--- config.mk ---
export PLATFORM = sky130hd
export DESIGN_NAME = psr_unit
export DESIGN_NICKNAME = d
export VERILOG_FILES = /design/src/rtl/psr_pkg.sv /design/src/rtl/psr_cond_eval.sv /design/src/rtl/psr_unit.sv
export SDC_FILE = /design/constraint.sdc
export NUM_CORES = 1
export LEC_CHECK = 0
export ABC_CLOCK_PERIOD_IN_PS = 3200
export CAP_MARGIN = 10
export CORE_AREA = 2 2 62 64
export DETAILED_ROUTE_END_ITERATION = 10
export DIE_AREA = 0 0 64 66
export PLACE_DENSITY = 0.82
export SLEW_MARGIN = 20
export SYNTH_ARGS = -nofsm -noshare
export SYNTH_HDL_FRONTEND = slang
export SYNTH_SLANG_ARGS = --single-unit
export TNS_END_PERCENT = 5
--- constraint.sdc ---
create_clock -name clk -period 3.2 [get_ports clk]
set_input_delay 0.8 -clock clk [delete_from_list [all_inputs] [get_ports clk]]
set_output_delay 0.8 -clock clk [all_outputs]
set_load 0.05 [all_outputs]
--- src/rtl/psr_pkg.sv ---
// Shared flag layout and condition-code encodings for the processor status register.
package psr_pkg;

   localparam int unsigned FLAG_W = 4;

   localparam int unsigned FLAG_N = 3;
   localparam int unsigned FLAG_Z = 2;
   localparam int unsigned FLAG_C = 1;
   localparam int unsigned FLAG_V = 0;

   localparam logic [3:0] COND_EQ = 4'h0;
   localparam logic [3:0] COND_NE = 4'h1;
   localparam logic [3:0] COND_CS = 4'h2;
   localparam logic [3:0] COND_CC = 4'h3;
   localparam logic [3:0] COND_MI = 4'h4;
   localparam logic [3:0] COND_PL = 4'h5;
   localparam logic [3:0] COND_VS = 4'h6;
   localparam logic [3:0] COND_VC = 4'h7;
   localparam logic [3:0] COND_HI = 4'h8;
   localparam logic [3:0] COND_LS = 4'h9;
   localparam logic [3:0] COND_GE = 4'hA;
   localparam logic [3:0] COND_LT = 4'hB;
   localparam logic [3:0] COND_GT = 4'hC;
   localparam logic [3:0] COND_LE = 4'hD;
   localparam logic [3:0] COND_AL = 4'hE;
   localparam logic [3:0] COND_NV = 4'hF;

   typedef logic [FLAG_W-1:0] flags_t;

endpackage

--- src/rtl/psr_cond_eval.sv ---
// Combinational condition-code evaluator; also reused by the branch unit.
module psr_cond_eval
   import psr_pkg::*;
(
   input  logic [3:0]        cond,
   input  logic [FLAG_W-1:0] flags,
   output logic              cond_true
);

   logic n, z, c, v;

   assign n = flags[FLAG_N];
   assign z = flags[FLAG_Z];
   assign c = flags[FLAG_C];
   assign v = flags[FLAG_V];

   always_comb begin
      cond_true = 1'b0;
      case (cond)
         COND_EQ: cond_true = z;
         COND_NE: cond_true = ~z;
         COND_CS: cond_true = c;
         COND_CC: cond_true = ~c;
         COND_MI: cond_true = n;
         COND_PL: cond_true = ~n;
         COND_VS: cond_true = v;
         COND_VC: cond_true = ~v;
         COND_HI: cond_true = c & ~z;
         COND_LS: cond_true = ~c | z;
         COND_GE: cond_true = (n == v);
         COND_LT: cond_true = (n != v);
         COND_GT: cond_true = ~z & (n == v);
         COND_LE: cond_true = z | (n != v);
         COND_AL: cond_true = 1'b1;
         default: cond_true = 1'b0;
      endcase
   end

endmodule

--- src/rtl/psr_unit.sv ---
// Processor status register: ALU flag capture, software load, save/restore stack, condition evaluation.
module psr_unit
   import psr_pkg::*;
#(
   parameter int unsigned WORD_SIZE   = 32,
   parameter int unsigned STACK_DEPTH = 4
) (
   input  logic                                 clk,
   input  logic                                 reset_n,
   input  logic [WORD_SIZE-1:0]                 alu_result,
   input  logic                                 alu_c,
   input  logic                                 alu_v,
   input  logic                                 psr_write,
   input  logic                                 psr_load,
   input  logic [FLAG_W-1:0]                    psr_load_data,
   input  logic                                 push,
   input  logic                                 pop,
   input  logic [3:0]                           cond,
   output logic                                 cond_true,
   output logic [FLAG_W-1:0]                    flags,
   output logic [$clog2(STACK_DEPTH+1)-1:0]     depth,
   output logic                                 stack_full,
   output logic                                 stack_empty,
   output logic                                 err_overflow,
   output logic                                 err_underflow,
   input  logic                                 err_clear
);

   localparam int unsigned DEPTH_W = $clog2(STACK_DEPTH + 1);
   localparam int unsigned IDX_W   = $clog2(STACK_DEPTH);

   flags_t               flags_q, flags_d;
   logic [DEPTH_W-1:0]   depth_q, depth_d;
   logic                 ovf_q, ovf_d;
   logic                 unf_q, unf_d;
   flags_t               stack_q [STACK_DEPTH];

   logic                 wr_en;
   logic [IDX_W-1:0]     wr_idx;
   logic [IDX_W-1:0]     top_idx;
   logic [IDX_W-1:0]     push_idx;
   flags_t               alu_flags;

   assign stack_full  = (depth_q == DEPTH_W'(STACK_DEPTH));
   assign stack_empty = (depth_q == '0);
   assign top_idx     = IDX_W'(depth_q - DEPTH_W'(1));
   assign push_idx    = IDX_W'(depth_q);

   always_comb begin
      alu_flags         = '0;
      alu_flags[FLAG_N] = alu_result[WORD_SIZE-1];
      alu_flags[FLAG_Z] = (alu_result == '0);
      alu_flags[FLAG_C] = alu_c;
      alu_flags[FLAG_V] = alu_v;
   end

   // Next-state: a valid pop (or swap) overrides load, which overrides the ALU write.
   always_comb begin
      flags_d = flags_q;
      depth_d = depth_q;
      ovf_d   = ovf_q;
      unf_d   = unf_q;
      wr_en   = 1'b0;
      wr_idx  = push_idx;

      if (err_clear) begin
         ovf_d = 1'b0;
         unf_d = 1'b0;
      end

      if (psr_load)
         flags_d = psr_load_data;
      else if (psr_write)
         flags_d = alu_flags;

      if (push && pop && !stack_empty) begin
         flags_d = stack_q[top_idx];
         wr_en   = 1'b1;
         wr_idx  = top_idx;
      end else if (push) begin
         if (stack_full) begin
            ovf_d = 1'b1;
         end else begin
            wr_en   = 1'b1;
            depth_d = depth_q + DEPTH_W'(1);
         end
      end else if (pop) begin
         if (stack_empty) begin
            unf_d = 1'b1;
         end else begin
            flags_d = stack_q[top_idx];
            depth_d = depth_q - DEPTH_W'(1);
         end
      end
   end

   always_ff @(posedge clk or negedge reset_n) begin
      if (!reset_n) begin
         flags_q <= '0;
         depth_q <= '0;
         ovf_q   <= 1'b0;
         unf_q   <= 1'b0;
         for (int i = 0; i < int'(STACK_DEPTH); i++)
            stack_q[i] <= '0;
      end else begin
         flags_q <= flags_d;
         depth_q <= depth_d;
         ovf_q   <= ovf_d;
         unf_q   <= unf_d;
         if (wr_en)
            stack_q[wr_idx] <= flags_q;
      end
   end

   assign flags         = flags_q;
   assign depth         = depth_q;
   assign err_overflow  = ovf_q;
   assign err_underflow = unf_q;

   psr_cond_eval u_cond_eval (
      .cond      (cond),
      .flags     (flags_q),
      .cond_true (cond_true)
   );

endmodule

==> key figures, run 1 <==
Placed design
  – # port buffers: 60
  – Detailed Place HPWL: 3078 um
  – GPL Wtd Cong: 0.7735
  – Placed Cells: 252

Logic synthesis
  – Post-synthesis sequential area ratio: 39.09%
  – Syn_area_per_cell: 10.74 um2
  – Total number of yosys warnings: 0
  – Post-synth ARST share: 100.0%
  – Synthesis-stage register bit count: 25
  – Post-synth EDFFs: 0
  – Cells after Synth: 149
  – Syn nets: 201
  – Post-Syn Area: 1600 um2
  – Synth Flop Type: dfrtp_1
  – Distinct cells, synth: 44

Route
  – Drt wl/cell: 15.30 um
  – DR vias: 1365
  – Remaining antenna violation count: 0
  – 1st-iter DRT viols: 38
  – Number of detailed-route iterations in the first pass: 4
  – Via density: 5.332
  – Remaining DRCs: 0
  – Final wirelength: 3917 um

Worst setup path
  – R2r setup slk: 920 ps
  – Maximum fanout along the worst path: 3
  – Critical Path RT: 2400 ps
  – CP startpoint kind: input pin
  – CP max-delay cell: clkdlybuf4s50_1
  – R2r worst-path depth: 6
  – CP Class: in -> out
  – Crit path DAT: 2220 ps
  – CP Launch Point: cond[2]
  – Critical path capture point type: output port
  – RR Endpoint: stack_q[12]$_DFFE_PN0P_
  – FF-to-FF Start: depth[1]$_DFFE_PN0P_
  – Crit path to: cond_true
  – Crit-path cells: clkdlybuf4s50_1 > mux4_2 > inv_1 > o22ai_1 > xor2_1 > buf_12
  – Slowest cell delay on critical path: 530 ps

Floorplan
  – Die X: 64 um
  – Die Span Y: 66 um
  – I/O pin count: 61
  – Floorplan row count: 22
  – Die Area: 4224 um2
  – Core Area: 3551 um2
  – Initial core utilization: 45.07%

Finish
  – Fin nets: 261
  – Share of cells above drive strength 1: 14.42%
  – ANT cells: 0
  – Most frequent cells in the layout: 56 x clkdlybuf4s50_1, 25 x dfrtp_1, 9 x nand2_1
  – Area delta synth->final: 41.91%
  – Most common cell after layout, fill and taps aside: clkdlybuf4s50_1
  – Non-Filler Instances: 256

Clocking
  – Clock latency on the worst-skew pair: 330 ps
  – Clock transition at path regs: 140 ps
  – Bufs on Longest Clock Path: 2
  – CTS tree: yes
  – Post CTS Setup Buffer Count: 0
  – CTS sink cnt: 25
  – H-tree depth: 1
  – Cts hold-fix bufs: 0
  – Root buffer cell: clkbuf_4
  – Cts bufs inserted: 3

Timing
  – Final slew viol count: 0
  – WHS: 504.3 ps
  – Post-route clock period utilization: 94.43%
  – Max_slew headroom: 65.56%
  – Endpoints failing setup: 0
  – RSZ-0062 raised after global routing: no
  – F_max: 330.9 MHz
  – Final hold violation count: 0
  – Worst Tran Pin Value: 515.0 ps
  – Final Skew: 11.09 ps
  – Clock period minus worst slack: 3022 ps

Worst hold path
  – Worst min path class: reg -> reg
  – Worst hold path cell count: 1

GRT
  – Global Route Usage Sum: 19.37%
  – First-pass GRT wire length: 6320 um
  – Grt ovf: 0
  – Largest net degree at the start of global routing: 26
  – Vias in the first global route: 1379
  – Initial antenna violation count: 0

Power and ir drop
  – Peak VDD IR: 446.6 uV
  – Lkg Pwr: 0.9473 nW
  – Post-layout power: 1.823 mW
  – Pwr dens: 802.9 nW/um2

Outcome
  – Status: complete, no violations

Run
  – Max cap viols: 0
layer usage:
layer | track usage [%] | part of all wire, %
met2 | 36.20 | 50
met4 | 7.880 | 1.6
met1 | 21.51 | 41
met3 | 3.578 | 7.8
met5 | 0 | 0
Yosys cell counts (all sizes together) (3+ instances only):
master	number	area [um2]
nor2b	5	31.28
a21oi	10	72.57
nand2	9	33.78
nor3	4	30.03
nand2b	4	32.53
nor2	6	22.52
inv	9	33.78
mux4	5	112.6
mux2i	5	50.05
o21ai	8	43.79
nand3	3	15.01
dfrtp	25	625.6
xnor2	4	35.03
mux2	16	180.2
ha	3	37.54
nor4	6	37.54
buf	6	45.04
cells by family (layout without fill, tap and decap cells):
group	after synthesis	count (layout)	share of synthesized area, %
adders and majority gates	3	3	2.346
muxes	26	26	21.42
and+or+nand+nor	44	44	16.34
xor gates and xnor gates	5	5	2.736
DFF	25	25	39.09
buffers and inverters	17	76	5.395
AOI/OAI and AO/OA	29	29	12.67
worst max-delay path, delay by kind of cell:
kind | cells | cell delay (ps)
muxes | 1 | 300
AOI/OAI and AO/OA | 1 | 80
buffers and inverters | 3 | 770
xor gates and xnor gates | 1 | 250
flip-flops by register name (all words and copies together) (netlist names):
signal / cells
depth: 3
err_overflow: 1
err_underflow: 1
flags: 4
stack_q: 16
power by group:
group	switching [mW]	leakage, nW	internal [mW]	total [mW]
Combinational	0.584	0.616	0.510	1.09
Sequential	0.131	0.318	0.447	0.579
Clock	0.103	0.0139	0.0479	0.150
worst min-delay path by stage:
stage | startpoint | end | slack (ps)
after detailed placement | stack_q[4]$_DFFE_PN0P_ | stack_q[4]$_DFFE_PN0P_ | 480
after global placement | stack_q[2]$_DFFE_PN0P_ | stack_q[2]$_DFFE_PN0P_ | 460
after CTS | stack_q[4]$_DFFE_PN0P_ | stack_q[4]$_DFFE_PN0P_ | 510
after floorplan | stack_q[4]$_DFFE_PN0P_ | stack_q[4]$_DFFE_PN0P_ | 450
after global routing | stack_q[2]$_DFFE_PN0P_ | stack_q[2]$_DFFE_PN0P_ | 520
final | stack_q[2]$_DFFE_PN0P_ | stack_q[2]$_DFFE_PN0P_ | 500
stage by stage:
stage               worst slack [ps]  utilization [%]  area, um2  TNS [ps]
floorplan                      237.4                -       1600         0
global route                   117.1            63.95       2271         0
CTS                            17.91            63.88       2268         0
global placement               7.342            63.11       2241         0
finish                         178.3            63.95       2271         0
detailed placement            -36.53            63.11       2241    -36.53
cell type report:
| type | instances | area [um2] |
|---|---|---|
| clock buffers | 3 | 22.52 |
| clock inverters | 1 | 7.507 |
| fillers | 262 | 1280 |
| inverters | 9 | 33.78 |
| multi-input cells | 107 | 888.4 |
| flip-flops and latches | 25 | 625.6 |
| well taps | 48 | 60.06 |
| repair buffers | 63 | 633.1 |
repair_timing:
action,4_1_cts,5_1_grt
setup endpoints to repair,2,1
hold endpoints to repair,0,0
resized for setup,2,1
pin swaps,1,0
Power figures use the tool's default switching activity.
==> run 2, diff against run 1 <==
Settings changed: ABC_AREA from default to 1, CORE_AREA 2 2 62 64 to 2 2 64 66, DIE_AREA 0 0 64 66 to 0 0 66 68, PLACE_DENSITY 0.82 to 0.83, SYNTH_HIERARCHICAL from default to 1.
==> key figures, run 2 <==
Outcome
  – Status: complete, no violations

Timing
  – Endpoints failing setup: 0
  – WHS: 475.5 ps
  – F_max: 344.0 MHz
  – Final Skew: 6.238 ps
  – Clock period minus worst slack: 2907 ps
  – RSZ-0062 raised after global routing: no
  – Post-route clock period utilization: 90.84%
  – Final slew viol count: 0
  – Max_slew headroom: 61.68%
  – Setup TNS: 0 ps
  – Final hold violation count: 0
  – Worst Tran Pin Value: 573.4 ps

Clocking
  – CTS sink cnt: 25
  – Cts bufs inserted: 3
  – Post CTS Setup Buffer Count: 0
  – Post-CTS Resized: 0
  – Cts hold-fix bufs: 0
  – CTS tree: yes
  – Clock latency on the worst-skew pair: 270 ps
  – Clock transition at path regs: 80 ps
  – Bufs on Longest Clock Path: 2
  – Root buffer cell: clkbuf_8
  – H-tree depth: 1

Finish
  – Fillers: 351
  – Most frequent cells in the layout: 86 x nand2_1, 57 x clkdlybuf4s50_1, 39 x nor2_1
  – Area delta synth->final: 40.06%
  – Top reg by flops: stack_q
  – Non-Filler Instances: 364
  – ANT cells: 0
  – Share of cells above drive strength 1: 7.325%
  – Fin nets: 367
  – Fin area: 2502 um2
  – Most common cell after layout, fill and taps aside: nand2_1
  – Max reg flops: 16

Worst setup path
  – Most frequent CP cell: nand2_1
  – Slowest cell delay on critical path: 540 ps
  – Largest delay share family, worst path: buffers and inverters
  – Crit path DAT: 2110 ps
  – Critical Path RT: 2400 ps
  – CP startpoint kind: input pin
  – CP max-delay cell: clkdlybuf4s50_1
  – CP Buf/Inv Count: 3
  – CP Class: in -> out
  – Maximum fanout along the worst path: 5
  – Crit-path cells: clkdlybuf4s50_1 > inv_1 > nor2_1 > nand2_1 > nand2_1 > nand2_1 > nand2_1 > nor2_1 > nand2_1 > buf_12
  – Critical path capture point type: output port

Logic synthesis
  – Post-synthesis sequential area ratio: 35.01%
  – Syn_area_per_cell: 7.118 um2
  – Commonest cells post-synth: 86 x nand2_1, 39 x nor2_1, 25 x dfrtp_1
  – Synth Flop Type: dfrtp_1
  – Post-synth ARST share: 100.0%
  – Cells after Synth: 251
  – Post-Syn Area: 1787 um2
  – Count leader, synth: nand2_1
  – Total number of yosys warnings: 6
  – Distinct cells, synth: 28
  – Top cell type's share of synthesized area: 35.01%
  – Biggest area consumer among synthesized cells: dfrtp_1
  – Synth area leaders: dfrtp_1 35%, nand2_1 18%, nor2_1 8.2%
  – Post-synth EDFFs: 0
  – Syn nets: 303
  – Synthesis-stage register bit count: 25

Placed design
  – GPL Wtd Cong: 0.8655
  – DP Area: 2457 um2
  – Placed Cells: 360
  – # port buffers: 60
  – Detailed Place HPWL: 3419 um

Floorplan
  – Die Span Y: 68 um
  – Initial core utilization: 46.33%
  – Core Area: 3856 um2
  – Die X: 66 um
  – Floorplan row count: 23
  – I/O pin count: 61
  – Die Area: 4488 um2

Route
  – Remaining DRCs: 0
  – Remaining antenna violation count: 0
  – Drt wl/cell: 12.17 um
  – Number of detailed-route iterations in the first pass: 4
  – Final wirelength: 4430 um
  – DR vias: 1891
  – Via density: 5.195
  – 1st-iter DRT viols: 103

Power and ir drop
  – Peak VDD IR: 358.2 uV
  – Pwr dens: 850.0 nW/um2
  – Lkg Pwr: 1.172 nW

GRT
  – Largest net degree at the start of global routing: 26
  – Global Route Usage Sum: 21.87%
  – Vias in the first global route: 1726
  – First-pass GRT wire length: 7486 um
  – Initial antenna violation count: 0
  – Grt ovf: 0

Worst hold path
  – Worst min path class: reg -> reg

Run
  – Max cap viols: 0
[run 2: kinds of logic after synthesis]
kind of cell / count (synthesis) / share of synthesized area [%]
fa+ha+maj: 3 / 2.101
mux: 1 / 0.5602
buf+inv: 27 / 6.373
compound gates: 26 / 9.734
simple gates: 164 / 41.67
flops: 25 / 35.01
xor+xnor: 5 / 4.552
[run 2: path summary, 6_finish.rpt]
path	startpoint	end	slack, ps	cells past startpoint
min	stack_q[4]$_DFFE_PN0P_	stack_q[4]$_DFFE_PN0P_	480	2
min in group asynchronous	reset_n	depth[1]$_DFFE_PN0P_	890	2
max reg2reg	depth[1]$_DFFE_PN0P_	stack_q[4]$_DFFE_PN0P_	1020	10
max in group asynchronous	reset_n	flags[0]$_DFF_PN0_	2060	2
min reg2reg	stack_q[4]$_DFFE_PN0P_	stack_q[4]$_DFFE_PN0P_	480	2
max	cond[2]	cond_true	290	10
[run 2: layout make-up]
cell class	instances	area [um2]	share of cell area [%]
inverters	21	78.83	3.150
clock buffers	4	45.04	1.800
repair buffers	65	643.1	25.70
multi-input cells	199	1047	41.85
flip-flops and latches	25	625.6	25.00
well taps	50	62.56	2.500
[run 2: per-layer routing]
metal	vias up	track usage, %	share of wire [%]
li1	949	-	-
met1	832	25.31	40
met2	102	40.53	50
met3	8	4.112	8.0
met4	0	7.653	1.8
met5	-	0	0
[run 2: power breakdown]
| group | leakage (nW) | internal, mW | total [mW] | switching (mW) |
|---|---|---|---|---|
| Combinational | 0.837 | 0.475 | 1.32 | 0.843 |
| Clock | 0.0228 | 0.0891 | 0.185 | 0.0957 |
| Sequential | 0.312 | 0.460 | 0.625 | 0.165 |
[run 2: worst reg2reg max path: stages (launching register included)]
cell	delay, ps
dfrtp_1	420
inv_1	100
ha_1	200
inv_1	120
nor2_4	60
nor2_8	190
nand2_8	130
nand2_1	470
buf_4	230
nand4_1	110
nand2_1	100
[run 2: metrics by stage]
| stage | utilization, % | setup slack [ps] | power [mW] |
|---|---|---|---|
| 6_report | 64.89 | 293.1 | 2.127 |
| 5_1_grt | 64.89 | 132.4 | 2.311 |
| 4_1_cts | 64.89 | 294.6 | 2.128 |
| 3_5_place_dp | 63.72 | 300.9 | 1.938 |
| 3_3_place_gp | 63.72 | 303.5 | 1.913 |
| 2_1_floorplan | - | 570.5 | 1.530 |
==> run 3, diff against run 2 <==
Settings changed: GPL_ROUTABILITY_DRIVEN from default to 0.
==> results of run 3 <==
Same layout as run 2: the final DEF is identical, and so are final timing and power.
